$ cat src/rtl/wb_mdio_master_if.sv
// Wishbone bus bundle between the MAC configuration master and the MDIO controller.
// Signals:
//   wb_cyc, wb_stb, wb_we  cycle, strobe, write enable (master -> slave)
//   wb_adr[7:0]            byte address (master -> slave)
//   wb_dat_i[31:0]         write data (master -> slave)
//   wb_dat_o[31:0]         read data, valid with wb_ack (slave -> master)
//   wb_ack                 single-cycle acknowledge (slave -> master)
interface wb_mdio_master_if;
    logic        wb_cyc;
    logic        wb_stb;
    logic        wb_we;
    logic [7:0]  wb_adr;
    logic [31:0] wb_dat_i;
    logic [31:0] wb_dat_o;
    logic        wb_ack;

    modport master (
        output wb_cyc, wb_stb, wb_we, wb_adr, wb_dat_i,
        input  wb_dat_o, wb_ack
    );

    modport slave (
        input  wb_cyc, wb_stb, wb_we, wb_adr, wb_dat_i,
        output wb_dat_o, wb_ack
    );
endinterface

$ cat src/rtl/wb_mdio_master.sv
// Wishbone-attached MII management (MDIO) master. Generates MDC and runs
// clause-22 read/write frames to an external PHY.
// Ports:
//   clk, reset   system clock, synchronous active-high reset
//   wb           Wishbone slave port (wb_mdio_master_if.slave)
//   mdc          MDIO clock, low while idle
//   mdio_o       serial data out, updated on falling MDC edges
//   mdio_oe      pad output enable (1 = drive)
//   mdio_i       serial data in (already synchronised), sampled on rising MDC edges
//   busy         frame in progress
// Register map: 0x14 CLKDIV, 0x18 ADDRESS {REGAD[12:8],PHYAD[4:0]}, 0x1C TXDATA,
//   0x20 COMMAND (bit1 read, bit2 write), 0x24 STATUS (bit1 busy), 0x28 RXDATA.
module wb_mdio_master #(
    parameter logic [7:0] DEFAULT_DIV  = 8'd24,
    parameter logic [5:0] PREAMBLE_LEN = 6'd32
) (
    input  logic                 clk,
    input  logic                 reset,
    wb_mdio_master_if.slave      wb,
    output logic                 mdc,
    output logic                 mdio_o,
    output logic                 mdio_oe,
    input  logic                 mdio_i,
    output logic                 busy
);

    typedef enum logic [2:0] {
        StIdle, StPreamble, StHeader, StTa, StData, StDone
    } state_e;

    // Bus side registers
    logic        ack_q, ack_d;
    logic [31:0] dat_o_q, dat_o_d;
    logic [7:0]  clkdiv_q, clkdiv_d;
    logic [4:0]  phyad_q, phyad_d;
    logic [4:0]  regad_q, regad_d;
    logic [15:0] txdata_q, txdata_d;
    logic [15:0] rxdata_q, rxdata_d;
    logic        start_q, start_d;
    logic        start_read_q, start_read_d;

    // Frame engine registers
    state_e      state_q, state_d;
    logic [5:0]  bit_q, bit_d;
    logic [6:0]  div_cnt_q, div_cnt_d;
    logic [6:0]  half_q, half_d;
    logic [31:0] sr_q, sr_d;
    logic [15:0] rx_sh_q, rx_sh_d;
    logic        is_read_q, is_read_d;
    logic        mdc_q, mdc_d;
    logic        mdio_o_q, mdio_o_d;
    logic        mdio_oe_q, mdio_oe_d;

    logic        req;
    logic        tick;
    logic        rise;
    logic        fall;
    logic        busy_next;
    logic [7:0]  div_eff;
    logic        unused_dat;

    assign unused_dat = ^wb.wb_dat_i[31:16];

    assign busy      = (state_q != StIdle) && (state_q != StDone);
    // STATUS/RXDATA reads see the values that take effect on this edge, so a read
    // coinciding with frame completion already reports the finished frame.
    assign busy_next = (state_d != StIdle) && (state_d != StDone);
    assign div_eff   = (clkdiv_q < 8'd2) ? 8'd2 : clkdiv_q;

    assign tick = (div_cnt_q == half_q - 7'd1);
    assign rise = tick & ~mdc_q;
    assign fall = tick & mdc_q;

    // Wishbone register access
    always_comb begin
        req          = wb.wb_cyc & wb.wb_stb & ~ack_q;
        ack_d        = req;
        dat_o_d      = 32'd0;
        clkdiv_d     = clkdiv_q;
        phyad_d      = phyad_q;
        regad_d      = regad_q;
        txdata_d     = txdata_q;
        start_d      = 1'b0;
        start_read_d = start_read_q;
        if (req && wb.wb_we) begin
            case (wb.wb_adr)
                8'h14: clkdiv_d = wb.wb_dat_i[7:0];
                8'h18: begin
                    phyad_d = wb.wb_dat_i[4:0];
                    regad_d = wb.wb_dat_i[12:8];
                end
                8'h1C: txdata_d = wb.wb_dat_i[15:0];
                8'h20: begin
                    if (!busy && !start_q && (wb.wb_dat_i[1] || wb.wb_dat_i[2])) begin
                        start_d      = 1'b1;
                        start_read_d = wb.wb_dat_i[1];
                    end
                end
                default: ;
            endcase
        end else if (req) begin
            case (wb.wb_adr)
                8'h14:   dat_o_d = {24'd0, clkdiv_q};
                8'h18:   dat_o_d = {19'd0, regad_q, 3'd0, phyad_q};
                8'h1C:   dat_o_d = {16'd0, txdata_q};
                8'h24:   dat_o_d = {30'd0, busy_next, 1'b0};
                8'h28:   dat_o_d = {16'd0, rxdata_d};
                default: dat_o_d = 32'd0;
            endcase
        end
    end

    // Frame FSM: next state and outputs
    always_comb begin
        state_d   = state_q;
        bit_d     = bit_q;
        div_cnt_d = div_cnt_q;
        half_d    = half_q;
        sr_d      = sr_q;
        rx_sh_d   = rx_sh_q;
        is_read_d = is_read_q;
        mdc_d     = mdc_q;
        mdio_o_d  = mdio_o_q;
        mdio_oe_d = mdio_oe_q;
        rxdata_d  = rxdata_q;
        case (state_q)
            StIdle, StDone: begin
                state_d   = StIdle;
                mdc_d     = 1'b0;
                mdio_o_d  = 1'b1;
                mdio_oe_d = 1'b0;
                if (start_q) begin
                    state_d   = StPreamble;
                    bit_d     = 6'd0;
                    div_cnt_d = 7'd0;
                    half_d    = div_eff[7:1];
                    is_read_d = start_read_q;
                    // ST, OP, PHYAD, REGAD, TA, DATA; TA/DATA are don't-care on reads
                    sr_d      = {2'b01, start_read_q ? 2'b10 : 2'b01, phyad_q, regad_q,
                                 2'b10, start_read_q ? 16'hFFFF : txdata_q};
                    mdio_o_d  = 1'b1;
                    mdio_oe_d = 1'b1;
                end
            end
            default: begin
                div_cnt_d = tick ? 7'd0 : div_cnt_q + 7'd1;
                if (tick) mdc_d = ~mdc_q;
                if (rise && state_q == StData && is_read_q) begin
                    rx_sh_d = {rx_sh_q[14:0], mdio_i};
                end
                if (fall) begin
                    // Default on each falling edge: present next header/data bit
                    bit_d    = bit_q + 6'd1;
                    mdio_o_d = sr_q[31];
                    sr_d     = {sr_q[30:0], 1'b0};
                    case (state_q)
                        StPreamble: begin
                            if (bit_q == PREAMBLE_LEN - 6'd1) begin
                                state_d = StHeader;
                                bit_d   = 6'd0;
                            end else begin
                                mdio_o_d = 1'b1;
                                sr_d     = sr_q;
                            end
                        end
                        StHeader: begin
                            if (bit_q == 6'd13) begin
                                state_d = StTa;
                                bit_d   = 6'd0;
                                if (is_read_q) mdio_oe_d = 1'b0;
                            end
                        end
                        StTa: begin
                            if (bit_q == 6'd1) begin
                                state_d = StData;
                                bit_d   = 6'd0;
                            end
                        end
                        StData: begin
                            if (bit_q == 6'd15) begin
                                state_d   = StDone;
                                mdio_o_d  = 1'b1;
                                mdio_oe_d = 1'b0;
                                sr_d      = sr_q;
                                if (is_read_q) rxdata_d = rx_sh_q;
                            end
                        end
                        default: ;
                    endcase
                end
            end
        endcase
    end

    always_ff @(posedge clk) begin
        if (reset) begin
            ack_q        <= 1'b0;
            dat_o_q      <= 32'd0;
            clkdiv_q     <= DEFAULT_DIV;
            phyad_q      <= 5'd0;
            regad_q      <= 5'd0;
            txdata_q     <= 16'd0;
            rxdata_q     <= 16'd0;
            start_q      <= 1'b0;
            start_read_q <= 1'b0;
            state_q      <= StIdle;
            bit_q        <= 6'd0;
            div_cnt_q    <= 7'd0;
            half_q       <= 7'd1;
            sr_q         <= 32'd0;
            rx_sh_q      <= 16'd0;
            is_read_q    <= 1'b0;
            mdc_q        <= 1'b0;
            mdio_o_q     <= 1'b1;
            mdio_oe_q    <= 1'b0;
        end else begin
            ack_q        <= ack_d;
            dat_o_q      <= dat_o_d;
            clkdiv_q     <= clkdiv_d;
            phyad_q      <= phyad_d;
            regad_q      <= regad_d;
            txdata_q     <= txdata_d;
            rxdata_q     <= rxdata_d;
            start_q      <= start_d;
            start_read_q <= start_read_d;
            state_q      <= state_d;
            bit_q        <= bit_d;
            div_cnt_q    <= div_cnt_d;
            half_q       <= half_d;
            sr_q         <= sr_d;
            rx_sh_q      <= rx_sh_d;
            is_read_q    <= is_read_d;
            mdc_q        <= mdc_d;
            mdio_o_q     <= mdio_o_d;
            mdio_oe_q    <= mdio_oe_d;
        end
    end

    assign wb.wb_ack   = ack_q;
    assign wb.wb_dat_o = dat_o_q;
    assign mdc         = mdc_q;
    assign mdio_o      = mdio_o_q;
    assign mdio_oe     = mdio_oe_q;

endmodule
$ cat src/flat_wrapper.sv
// flat-port wrapper written by rule: the top's interface ports become plain ports
module wb_mdio_master_flat 
#(
    parameter logic [7:0] DEFAULT_DIV  = 8'd24,
    parameter logic [5:0] PREAMBLE_LEN = 6'd32
)
  (clk, reset, mdc, mdio_o, mdio_oe, mdio_i, busy, wb_wb_cyc, wb_wb_stb, wb_wb_we, wb_wb_adr, wb_wb_dat_i, wb_wb_dat_o, wb_wb_ack);
  wb_mdio_master_if wb_i ();
  input  logic clk;
  input  logic reset;
  output logic mdc;
  output logic mdio_o;
  output logic mdio_oe;
  input  logic mdio_i;
  output logic busy;
  input wire logic [$bits(wb_i.wb_cyc)-1:0] wb_wb_cyc;
  input wire logic [$bits(wb_i.wb_stb)-1:0] wb_wb_stb;
  input wire logic [$bits(wb_i.wb_we)-1:0] wb_wb_we;
  input wire logic [$bits(wb_i.wb_adr)-1:0] wb_wb_adr;
  input wire logic [$bits(wb_i.wb_dat_i)-1:0] wb_wb_dat_i;
  output wire logic [$bits(wb_i.wb_dat_o)-1:0] wb_wb_dat_o;
  output wire logic [$bits(wb_i.wb_ack)-1:0] wb_wb_ack;
  assign wb_i.wb_cyc = wb_wb_cyc;
  assign wb_i.wb_stb = wb_wb_stb;
  assign wb_i.wb_we = wb_wb_we;
  assign wb_i.wb_adr = wb_wb_adr;
  assign wb_i.wb_dat_i = wb_wb_dat_i;
  assign wb_wb_dat_o = wb_i.wb_dat_o;
  assign wb_wb_ack = wb_i.wb_ack;
  wb_mdio_master #(.DEFAULT_DIV(DEFAULT_DIV), .PREAMBLE_LEN(PREAMBLE_LEN)) u_core (.clk(clk), .reset(reset), .wb(wb_i), .mdc(mdc), .mdio_o(mdio_o), .mdio_oe(mdio_oe), .mdio_i(mdio_i), .busy(busy));
endmodule
$ cat config.mk
export PLATFORM = sky130hd
export DESIGN_NAME = wb_mdio_master_flat
export DESIGN_NICKNAME = d
export VERILOG_FILES = /design/src/rtl/wb_mdio_master_if.sv /design/src/rtl/wb_mdio_master.sv /design/src/flat_wrapper.sv
export SDC_FILE = /design/constraint.sdc
export NUM_CORES = 1
export LEC_CHECK = 0
export BUFFER_PORTS_ARGS = -buffer_cell sky130_fd_sc_hd__buf_4
export CORE_ASPECT_RATIO = 1.2
export CORE_MARGIN = 8
export CORE_UTILIZATION = 23
export CTS_BUF_LIST = sky130_fd_sc_hd__clkbuf_16
export DETAILED_ROUTE_END_ITERATION = 8
export PLACE_DENSITY_LB_ADDON = 0.05
export SLEW_MARGIN = 30
export SYNTH_ARGS = -nofsm -noshare
export SYNTH_HDL_FRONTEND = slang
export SYNTH_SLANG_ARGS = --single-unit
$ cat constraint.sdc
create_clock -name clk -period 5.55 [get_ports clk]
set_input_delay 0.8325 -clock clk [delete_from_list [all_inputs] [get_ports clk]]
set_output_delay 0.8325 -clock clk [all_outputs]
set_load 0.01 [all_outputs]
# Word level (Yosys, flattened, before mapping)

Index checks and enable logic that the tools add are counted.

RAM bits: 0
Register bits: 160
Latch bits: 0
Memories kept: 0
Input bits: 46
ROM bits: 0

Eq/ne operators: 24
Divide/modulo/power cells: 0
Shift operators: 0
Add/subtract/negate cells: 3
Bitwise gates (word level): 10
Magnitude comparators: 1
Reduce and logical (&&, ||, !) cells: 28
Multiplexer cells: 44
Multiply operators: 0

Operators by type and width:

| kind                | number |
|---|---|
| $mux 32             | 5 |
| $mux 16             | 6 |
| $pmux 16 s5         | 1 |
| $pmux 32 s2         | 1 |
| $mux 6              | 6 |
| $eq 8x5->1 const B  | 3 |
| $eq 8x6->1 const B  | 3 |
| $mux 7              | 3 |
| $mux 3              | 6 |
| $pmux 6 s3          | 1 |
| $eq 6x4->1 const B  | 2 |
| $ne 3x3->1 const B  | 4 |
| $pmux 3 s4          | 1 |
| $reduce_and 2->1    | 6 |
| $mux 1              | 10 |
| $ne 3x1->1 const B  | 3 |
| $reduce_bool 3->1   | 3 |
| $reduce_or 3->1     | 3 |
| $lt 8x2->1 const B  | 1 |
| $mux 8              | 1 |
| $add 7x1->7 const B | 1 |
| $eq 7x7->1          | 1 |
| $logic_and 1x1->1   | 7 |
| $sub 7x1->7 const B | 1 |
| other kinds (19)    | 31 |

# Depth between registers and ports, before layout

Gate-level depths: netlist (run 1).

Depth after elaboration: 8
Gate-level depth with buffers: 13

# Worst setup path after synthesis (run 1)

Ideal clock, no wire load.

Path type: input to register
Start: in wb_wb_adr[1]
End: reg u_core.clkdiv_q[3]
Path buffers: 0
Slack: 2996 ps
Arrival: 2434 ps
Stages on the path: 6
Cell sequence: nor4_1 -> nor2b_1 -> nand3_1 -> nor2_1 -> nor2b_1 -> a211o_1

Word-level cells in the longest chain between the ends: 2

Ends and longest elaborated chain:

| item                              | RTL line              | RTL |
|---|---|---|
| start: declaration                | flat_wrapper.sv:19    | `input wire logic [$bits(wb_i.wb_adr)-1:0] wb_wb_adr;` |
| $eq 8x5->1                        | wb_mdio_master.sv:86  | `case (wb.wb_adr)` |
| $reduce_and 2->1 (no source line) | n/a                   |  |
| end signal: assignment            | wb_mdio_master.sv:219 | `clkdiv_q <= clkdiv_d;` |
| end: declaration                  | wb_mdio_master.sv:34  | `logic [7:0] clkdiv_q, clkdiv_d;` |

No other way between the ends.
A chain may end at the register's enable or synchronous reset.

# Worst setup path in the final report (run 1)

Start: reg u_core.state_q[0]
End: out busy

Word-level cells in the longest chain between the ends: 2
Elaborated cells between the ends (all ways): 3

Ends and longest elaborated chain:

| item                                            | RTL line              | RTL |
|---|---|---|
| start: declaration                              | wb_mdio_master.sv:43  | `state_e state_q, state_d;` |
| start signal: assignment                        | wb_mdio_master.sv:206 | `state_q <= StIdle;` |
| start signal: assignment                        | wb_mdio_master.sv:226 | `state_q <= state_d;` |
| $ne 3x3->1 or $reduce_bool 3->1 (tied branches) | wb_mdio_master.sv:64  | `assign busy = (state_q != StIdle) && (state_q != StDone);` |
| $logic_and 1x1->1 *                             | wb_mdio_master.sv:64  |  |
| end: declaration                                | flat_wrapper.sv:15    | `output logic busy;` |

Mark *: on every way between the ends. The rest lies on a longest branch, timed or not.

==> results.py, run 1 <==
metrics = {
    "status": {
        "outcome": "finished, final reports clean",
    },
    "setup_path": {
        "crit_path_end_kind": "output pin",
        "path_buf_inv": 4,
        "arrival_ns": 2.35,
        "ff2ff_setup_slack_ns": 2.52,
        "r2r-end": "u_core.wb.wb_dat_o[1]",
        "cp.required_ns": 4.72,
        "r2r-start": "u_core.half_q[0]",
        "crit_path_max_incr_delay_ns": 0.56,
        "critPathMaxFanout": 31,
        "path_class": "reg2out",
        "cp_cell_sequence": "inv_1 -> nor2_1 -> nor3_4 -> buf_4 -> inv_1 -> buf_4",
        "crit_family": "buffers and inverters",
        "reg2reg_depth": 10,
        "start_kind": "register",
        "critPathSlowestCell": "nor3_4",
    },
    "synthesis": {
        "ys.flop_type": "dfxtp_1",
        "yosysSeqAreaShare_pct": 45.12,
        "synth_top_family_by_area": "simple AND/OR/NAND/NOR gates",
        "synth_xor_area_share_pct": 1.371,
        "synth_compound_area_share_pct": 14.96,
        "yosys.area.top_type_share_pct": 45.12,
        "syn_inst": 750,
        "ys_ff_latch": 144,
        "synth.cell_area_um2": 6389,
        "synth_cell_types": 63,
        "yosysWarnings": 0,
        "muxShareOfSynthArea_pct": 9.244,
        "synth_top_cell_by_area": "dfxtp_1",
        "yosys.area_share.simple_pct": 22.70,
        "yosys-top-cells-area": "dfxtp_1, mux2i_1, nor2_1, nand2_1, a21oi_1",
        "synth_enable_flop_cells": 0,
        "syn_avg_cell_area_um2": 8.518,
        "ys_async_sr_fraction_pct": 0,
        "synthAdderAreaFrac_pct": 0.7834,
    },
    "die": {
        "rows": 67,
        "die_h_um": 198.6,
        "ios": 83,
        "dieWidth_um": 168.1,
        "start_util_pct": 23.09,
        "core-area_um2": 27660,
        "die_area_um2": 33390,
    },
    "place": {
        "gp_congestion": 0.7553,
        "place_area_um2": 6989,
        "hpwl_um": 13060,
        "numPortBuffers": 50,
        "dp_slack_ns": 2.021,
    },
    "finish": {
        "regArea_um2": 2883,
        "n_antenna_cell": 0,
        "final_common_cell": "dfxtp_1",
        "drive_gt1_share_pct": 12.78,
        "final_cell_mix": "dfxtp_1, nor2_1, nand2_1",
        "fin_nets": 827,
        "post-route-util_pct": 27.33,
        "final_area_um2": 7561,
        "nFillCells": 3030,
        "multiInputGateArea_um2": 3221,
        "area.growth.synth_to_final_pct": 18.35,
    },
    "clock_tree": {
        "cts_tree": "built",
        "cts_inserted_buffers": 17,
        "cts_setup_buffers": 0,
        "cts.clk_slew.worst_paths_ns": 0.06,
        "clock-sinks": 144,
        "cts-htree-levels": 4,
        "cts_root_buf": "clkbuf_16",
        "clock_path_buffers": 2,
        "clock_latency_ns": 0.43,
        "hold_buffers": 0,
        "cts_resized": 0,
    },
    "sta": {
        "worst_slew_pin_slew_ns": 0.9358,
        "finalSetupTns_ns": 0,
        "final-hold-violation-count": 0,
        "fin_crit_ns": 3.180,
        "timing.final.ws_setup_ns": 2.370,
        "grt_setup_unrepaired": "no",
        "max_freq_ghz": 0.3144,
        "finalCritPeriodShare_pct": 57.30,
        "holdWs_ns": 0.4516,
        "final-setup-viol-count": 0,
        "slew_headroom_pct": 37.38,
        "fin_worst_skew_ns": 0.01372,
        "slew_viol_final": 0,
    },
    "global_route": {
        "grt_pass1_wl_um": 30360,
        "grt_max_degree": 64,
        "first_global_vias": 5418,
        "overflow": 0,
        "grt_use_total_pct": 11.62,
        "antenna_found_initial": 0,
    },
    "detailed_routing": {
        "drc": 0,
        "wire_per_inst_um": 16.76,
        "drtPass1Iterations": 5,
        "wirelength_um": 19030,
        "drt_iter0_drc": 261,
        "via_count": 5341,
        "viasPerCell": 4.706,
        "antenna_left": 0,
    },
    "hold_path": {
        "hold_path_class": "reg2reg",
        "min_delay_path_depth": 2,
        "min_to": "u_core.sr_q[14]",
        "min-delay-start": "u_core.sr_q[14]",
    },
    "job": {
        "cap_violations": 0,
    },
    "power_and_ir_drop": {
        "p_leak_nw": 2.976,
        "pwr_density_cell_nw_per_um2": 294.2,
        "ir_worst_vdd_mv": 0.1497,
    },
}
## worst reg2reg max path: stages, from the launching register on
cell      delay [ns]
dfxtp_1         0.41
inv_1           0.07
ha_1            0.26
nor3b_1         0.17
xnor2_1         0.15
nor3_2          0.25
nand3_1         0.20
nor2_1          0.42
a221oi_1        0.15
o41ai_1         0.62
a31oi_1         0.19
## area by class of cell
cell class	count	area share (%)
clock buffers	17	5.626
clock inverters	15	1.936
inverters	9	0.4468
multi-input cells	549	42.59
flip-flops and latches	144	38.13
well taps	345	5.709
repair buffers	56	5.560
## Yosys cell counts, types with 3 or more instances
cell / instances
a21oi_1: 57
a22oi_1: 4
a2bb2oi_1: 3
a311oi_1: 11
a31oi_1: 3
and3_1: 4
buf_4: 17
clkbuf_1: 40
dfxtp_1: 144
ha_1: 4
inv_1: 9
mux2i_1: 59
nand2_1: 90
nand2b_1: 5
nand3_1: 21
nand3b_1: 3
nor2_1: 117
nor2b_1: 11
nor3_1: 14
nor3b_1: 3
nor4_1: 3
o211ai_1: 16
o21a_1: 6
o21ai_0: 21
o22a_1: 5
o31ai_1: 4
or2_2: 3
or3_1: 19
xnor2_1: 8
## power by group
part	switching [W]	total [W]	internal [W]
logic	0.0000359	0.0000539	0.0000181
registers	0.000000307	0.00103	0.00103
clock network	0.000506	0.00114	0.000631
## worst max-delay path by stage
stage	cells past startpoint	from	to
2_1_floorplan	6	wb_wb_adr[1]	u_core.clkdiv_q[3]
3_3_place_gp	6	wb_wb_adr[1]	u_core.regad_q[2]
3_5_place_dp	6	wb_wb_adr[1]	u_core.regad_q[2]
4_1_cts	6	u_core.state_q[0]	busy
5_1_grt	10	u_core.half_q[0]	u_core.wb.wb_dat_o[1]
6_report	6	u_core.state_q[0]	busy
## through the flow
stage,std cells,total power (W)
after global placement,1103,0.001111
after global routing,1135,0.002318
after floorplan,765,0.001091
after CTS,1135,0.002259
final,1135,0.002225
after detailed placement,1103,0.001112
## routing by layer
metal	wire length [µm]	vias up	track usage (%)	part of all wire, %
met2	9598	87	20.58	50
met4	292	0	3.841	1.5
met5	0	-	0	0
met1	8434	2597	13.62	44
met3	700	21	2.680	3.7
li1	-	2636	-	-
## flip-flops by register name (all words and copies together), names as in the netlist, 3 cells and up
name	flops
u_core.clkdiv_q	8
u_core.rxdata_q	16
u_core.wb.wb_dat_o	16
u_core.half_q	7
u_core.rx_sh_q	16
u_core.regad_q	5
u_core.state_q	3
u_core.div_cnt_q	7
u_core.phyad_q	5
u_core.bit_q	6
u_core.sr_q	32
u_core.txdata_q	16
## cell families after synthesis
family	Yosys count
muxes	59
DFF	144
buffers and inverters	72
xor gates and xnor gates	10
other	1
AOI/OAI and AO/OA	148
and+or+nand+nor	312
adders and majority gates	4
Power figures use the tool's default switching activity.
==> run 2: changes to the inputs <==
Clock period 5.55 ns to 3 ns, I/O delays scaled along.
==> run 2 against run 1 <==
  * Cell area is 3.0% higher
  * Global-route usage is 0.12 points lower
  * Hold slack worse by 0.18 ns
  * Clock power is 97% higher
  * Cell count is 1.6% higher
==> results.py, run 2 (same netlist as run 1, synthesis figures left out) <==
metrics = {
    "status": {
        "outcome": "finished, final reports clean",
    },
    "clock_tree": {
        "clock_path_buffers": 2,
        "cts_resized": 1,
        "cts-htree-levels": 4,
        "clock_latency_ns": 0.42,
        "cts.clk_slew.worst_paths_ns": 0.07,
        "cts_tree": "built",
        "clock-sinks": 144,
        "hold_buffers": 0,
        "cts_inserted_buffers": 17,
        "cts_root_buf": "clkbuf_16",
        "cts_setup_buffers": 0,
    },
    "sta": {
        "max_freq_ghz": 0.3623,
        "finalSetupTns_ns": 0,
        "fin_crit_ns": 2.760,
        "fin_worst_skew_ns": 0.01388,
        "final-setup-viol-count": 0,
        "grt_setup_unrepaired": "no",
        "finalCritPeriodShare_pct": 92.00,
        "slew_viol_final": 0,
        "final-hold-violation-count": 0,
        "worst_slew_pin_slew_ns": 0.8681,
        "slew_headroom_pct": 42.12,
    },
    "detailed_routing": {
        "drt_iter0_drc": 284,
        "antenna_left": 0,
        "wl_met1_um": 8416,
        "wire_per_inst_um": 16.34,
        "drc": 0,
        "wl_met3_um": 611,
        "drtPass1Iterations": 5,
        "wirelength_um": 18840,
        "via_count": 5362,
        "top_layer_used": "met4",
        "viasPerCell": 4.650,
        "met2WireLength_um": 9602,
    },
    "setup_path": {
        "reg2reg_depth": 10,
        "arrival_ns": 3.03,
        "crit_family": "compound AO/OA/AOI/OAI gates",
        "r2r-start": "u_core.half_q[0]",
        "start_kind": "register",
        "path_class": "reg2reg",
        "cp_cell_sequence": "inv_1 -> ha_1 -> nor4b_2 -> o31ai_1 -> a22o_1 -> nor2_1 -> buf_4 -> and3_1 -> o41ai_2 -> a31oi_1",
        "r2r-end": "u_core.wb.wb_dat_o[1]",
        "path_buf_inv": 2,
        "ff2ff_setup_slack_ns": 0.24,
        "critPathSlowestCell": "o41ai_2",
        "crit_path_end_kind": "register",
        "cp.required_ns": 3.27,
        "critPathMaxFanout": 7,
        "crit_path_max_incr_delay_ns": 0.42,
    },
    "global_route": {
        "antenna_found_initial": 0,
        "grt_max_degree": 64,
        "first_global_vias": 5356,
        "grt_pass1_wl_um": 29970,
        "grt_use_total_pct": 11.50,
        "overflow": 0,
    },
    "finish": {
        "final_common_cell": "dfxtp_1",
        "final_area_um2": 7789,
        "largest_reg_flops": 32,
        "fin_nets": 845,
        "n_antenna_cell": 0,
        "top_register": "u_core.sr_q",
        "final_cell_mix": "dfxtp_1, nor2_1, nand2_1",
        "drive_gt1_share_pct": 14.98,
        "area.growth.synth_to_final_pct": 21.92,
        "nFillCells": 2983,
    },
    "hold_path": {
        "min-delay-start": "wb_wb_dat_i[12]",
        "hold_path_class": "in2reg",
        "min_delay_path_depth": 3,
        "min_to": "u_core.regad_q[4]",
    },
    "job": {
        "cap_violations": 0,
    },
    "power_and_ir_drop": {
        "ir_worst_vdd_mv": 0.3021,
        "pwr_density_cell_nw_per_um2": 547.9,
        "p_leak_nw": 3.117,
    },
    "place": {
        "hpwl_um": 13360,
        "numPortBuffers": 50,
        "place_area_um2": 7161,
        "gp_congestion": 0.7964,
    },
    "die": {
        "rows": 67,
        "dieWidth_um": 168.1,
        "die_h_um": 198.6,
        "die_area_um2": 33390,
        "start_util_pct": 23.09,
        "ios": 83,
        "core-area_um2": 27660,
    },
}
==> run 2: metal layers <==
metal,up-vias,track usage (%)
met5,-,0
met4,0,3.642
met3,13,2.621
met2,110,20.58
met1,2556,13.40
li1,2683,-
==> run 2: power by group <==
group / total [W] / switching [W] / internal (W)
Clock: 0.00225 / 0.000974 / 0.00128
Sequential: 0.00191 / 0.000000588 / 0.00191
Combinational: 0.000102 / 0.0000673 / 0.0000350
==> run 2: how the worst max path moves through the flow <==
| stage | from | endpoint | slack [ns] | cells after the start |
|---|---|---|---|---|
| 3_5_place_dp | u_core.half_q[0] | u_core.wb.wb_dat_o[1] | 0.02 | 10 |
| 3_3_place_gp | u_core.half_q[0] | u_core.wb.wb_dat_o[1] | 0.08 | 10 |
| 4_1_cts | u_core.state_q[0] | busy | 0.18 | 7 |
| 2_1_floorplan | u_core.half_q[0] | u_core.rx_sh_q[10] | 0.47 | 13 |
| 5_1_grt | u_core.half_q[0] | u_core.sr_q[5] | 0.02 | 11 |
| 6_report | u_core.half_q[0] | u_core.wb.wb_dat_o[1] | 0.24 | 10 |
==> run 2: layout make-up <==
class	count	area (µm²)	share of cell area, %
multi-input combinational	549	3229	41.46
clock inverter	15	192.7	2.474
inverter	9	33.78	0.4337
clock buffer	17	425.4	5.462
tap	345	431.7	5.542
sequential	144	2883	37.01
timing repair buffer	74	593.1	7.614
==> run 2: metrics by stage <==
step / cells / setup slack, ns / total power, W / utilization (%) / hold WS, ns
CTS: 1153 / 0.1753 / 0.004344 / 28.15 / 0.2511
global placement: 1121 / 0.08232 / 0.002060 / 25.88 / 0.4410
floorplan: 765 / 0.4716 / 0.002018 / - / 0.4321
global route: 1153 / 0.02317 / 0.004441 / 28.15 / 0.2578
finish: 1153 / 0.2399 / 0.004268 / 28.15 / 0.2690
detailed placement: 1121 / 0.02165 / 0.002060 / 25.88 / 0.4461
==> run 2: worst reg2reg max path, stage by stage (launching register included) <==
cell and delay, ns:
dfxtp_1 0.41, inv_1 0.07, ha_1 0.27, nor4b_2 0.19, o31ai_1 0.32, a22o_1 0.33, nor2_1 0.12, buf_4 0.17
and3_1 0.18, o41ai_2 0.42, a31oi_1 0.13
==> run 3: changes to the inputs <==
==> constraint.sdc (replaced) <==
create_clock -name clk -period 3 [get_ports clk]
set_input_delay 0.3 -clock clk [delete_from_list [all_inputs] [get_ports clk]]
set_output_delay 0.3 -clock clk [all_outputs]
set_load 0.01 [all_outputs]
==> run 3 against run 2 <==
  * Total power down 0.95%
  * First-iteration DRC count decreased by 3.9%
  * Critical path depth is 1 lower
  * Global-route usage grew 0.23 points
  * Register-to-register slack lost 0.02 ns
  * Clock power decreased by 2%
  * Hold slack got worse by 0.16 ns
  * Critical endpoint unchanged
==> results.py, run 3 (same netlist as run 1, synthesis figures left out) <==
metrics = {
    "setup_path": {
        "cp_cell_sequence": "ha_1 -> nand3_1 -> nor3b_1 -> nor4_1 -> buf_4 -> nor3_1 -> a221oi_1 -> o41ai_2 -> a31oi_1",
        "crit_path_max_incr_delay_ns": 0.50,
        "arrival_ns": 3.03,
        "cp.required_ns": 3.25,
        "critPathMaxFanout": 5,
        "path_class": "reg2reg",
        "path_buf_inv": 1,
        "crit_family": "simple AND/OR/NAND/NOR gates",
        "crit_path_end_kind": "register",
        "crit_start": "u_core.bit_q[0]",
        "critPathSlowestCell": "nor3b_1",
        "start_kind": "register",
        "r2r-start": "u_core.bit_q[0]",
    },
    "power_and_ir_drop": {
        "p_comb_share_pct": 2.4,
        "p_leak_nw": 3.116,
        "ir_worst_vdd_mv": 0.2636,
        "fin_total_pwr_w": 0.004227,
        "netSwitchingFraction_pct": 25.43,
        "pwr_density_cell_nw_per_um2": 543.3,
        "seqPwrFrac_pct": 45.2,
        "p_int_w": 0.003152,
        "switchingPower_w": 0.001075,
        "power_frac_clock_pct": 52.4,
    },
    "clock_tree": {
        "cts-htree-levels": 4,
        "cts.clk_slew.worst_paths_ns": 0.07,
        "hold_buffers": 0,
        "cts_root_buf": "clkbuf_16",
        "clock-sinks": 144,
        "cts_inserted_buffers": 17,
        "clock_latency_ns": 0.43,
        "clock_path_buffers": 2,
        "cts_setup_buffers": 0,
        "cts_tree": "built",
    },
    "detailed_routing": {
        "drc": 0,
        "via_count": 5386,
        "drtPass1Iterations": 4,
        "antenna_left": 0,
        "viasPerCell": 4.667,
        "drt_iter0_drc": 273,
        "wirelength_um": 19050,
        "wire_per_inst_um": 16.51,
    },
    "finish": {
        "n_antenna_cell": 0,
        "final_common_cell": "dfxtp_1",
        "final_cell_mix": "dfxtp_1, nor2_1, nand2_1",
        "drive_gt1_share_pct": 14.96,
        "regArea_um2": 2883,
        "multiInputGateArea_um2": 3218,
        "final_area_um2": 7780,
        "largest_reg_flops": 32,
        "nFillCells": 3005,
        "top_register": "u_core.sr_q",
        "fin_nets": 846,
        "area.growth.synth_to_final_pct": 21.78,
    },
    "sta": {
        "grt_setup_unrepaired": "no",
        "slew_viol_final": 0,
        "final-hold-violation-count": 0,
        "worst_slew_pin_slew_ns": 0.9601,
        "max_freq_ghz": 0.3601,
        "finalCritPeriodShare_pct": 92.58,
        "final-setup-viol-count": 0,
        "slew_headroom_pct": 35.61,
        "fin_worst_skew_ns": 0.01377,
        "finalSetupTns_ns": 0,
        "holdWs_ns": 0.1138,
        "fin_crit_ns": 2.777,
    },
    "die": {
        "die_area_um2": 33390,
        "ios": 83,
        "rows": 67,
        "die_h_um": 198.6,
        "dieWidth_um": 168.1,
        "core-area_um2": 27660,
        "start_util_pct": 23.09,
    },
    "global_route": {
        "first_global_vias": 5587,
        "grt_max_degree": 54,
        "overflow": 0,
        "grt_pass1_wl_um": 30700,
        "antenna_found_initial": 0,
        "grt_use_total_pct": 11.73,
    },
    "place": {
        "hpwl_um": 13430,
        "place_area_um2": 7159,
        "gp_congestion": 0.7929,
        "numPortBuffers": 50,
    },
    "hold_path": {
        "hold_path_class": "in2reg",
        "min-delay-start": "wb_wb_dat_i[11]",
    },
    "status": {
        "outcome": "finished, final reports clean",
    },
    "job": {
        "cap_violations": 0,
    },
}
## run 3: timing repair
item	in CTS	in global routing
hold endpoints to repair	0	0
endpoints found under the setup margin	1	3
gates resized for setup	1	0
pin swaps	0	1
## run 3: worst register-to-register path, stage by stage (launching register included)
cell,delay [ns]
dfxtp_1,0.41
ha_1,0.26
nand3_1,0.16
nor3b_1,0.50
nor4_1,0.10
buf_4,0.18
nor3_1,0.22
a221oi_1,0.14
o41ai_2,0.45
a31oi_1,0.19
## run 3: layout make-up
type	instances	share of cell area (%)
multi-input cells	549	41.36
flip-flops and latches	144	37.05
repair buffers	75	7.720
well taps	345	5.548
clock buffers	17	5.468
clock inverters	15	2.412
inverters	9	0.4342
## run 3: routing by layer
metal	share of wire [%]	track usage [%]	vias to the layer above
met5	0	0	-
met4	1.3	3.775	0
met3	3.2	2.700	17
met2	52	21.37	94
met1	44	13.32	2596
li1	-	-	2679
## run 3: through the flow
stage          instances  util (%)  setup slack (ns)
2_1_floorplan        765         -            0.4716
3_3_place_gp        1122     25.88          0.001087
3_5_place_dp        1122     25.88          -0.01682
4_1_cts             1154     28.12            0.1291
5_1_grt             1154     28.12           0.01517
6_report            1154     28.12            0.2226
## run 3: path summary, 6_finish.rpt
kind,endpoint,slack [ns],cells past startpoint
worst min register to register,u_core.sr_q[13],0.45,2
worst max register to register,u_core.wb.wb_dat_o[1],0.22,9
worst min-delay path,u_core.regad_q[3],0.11,3
worst max-delay path,u_core.wb.wb_dat_o[1],0.22,9
## run 3: power groups by stage
stage | clock [W] | sequential, W | combinational (W)
floorplan | 0 | 0.00196 | 0.0000625
global placement | 0 | 0.00196 | 0.000103
detailed placement | 0 | 0.00196 | 0.000103
CTS | 0.00228 | 0.00191 | 0.000103
global route | 0.00237 | 0.00191 | 0.000111
finish | 0.00221 | 0.00191 | 0.000101
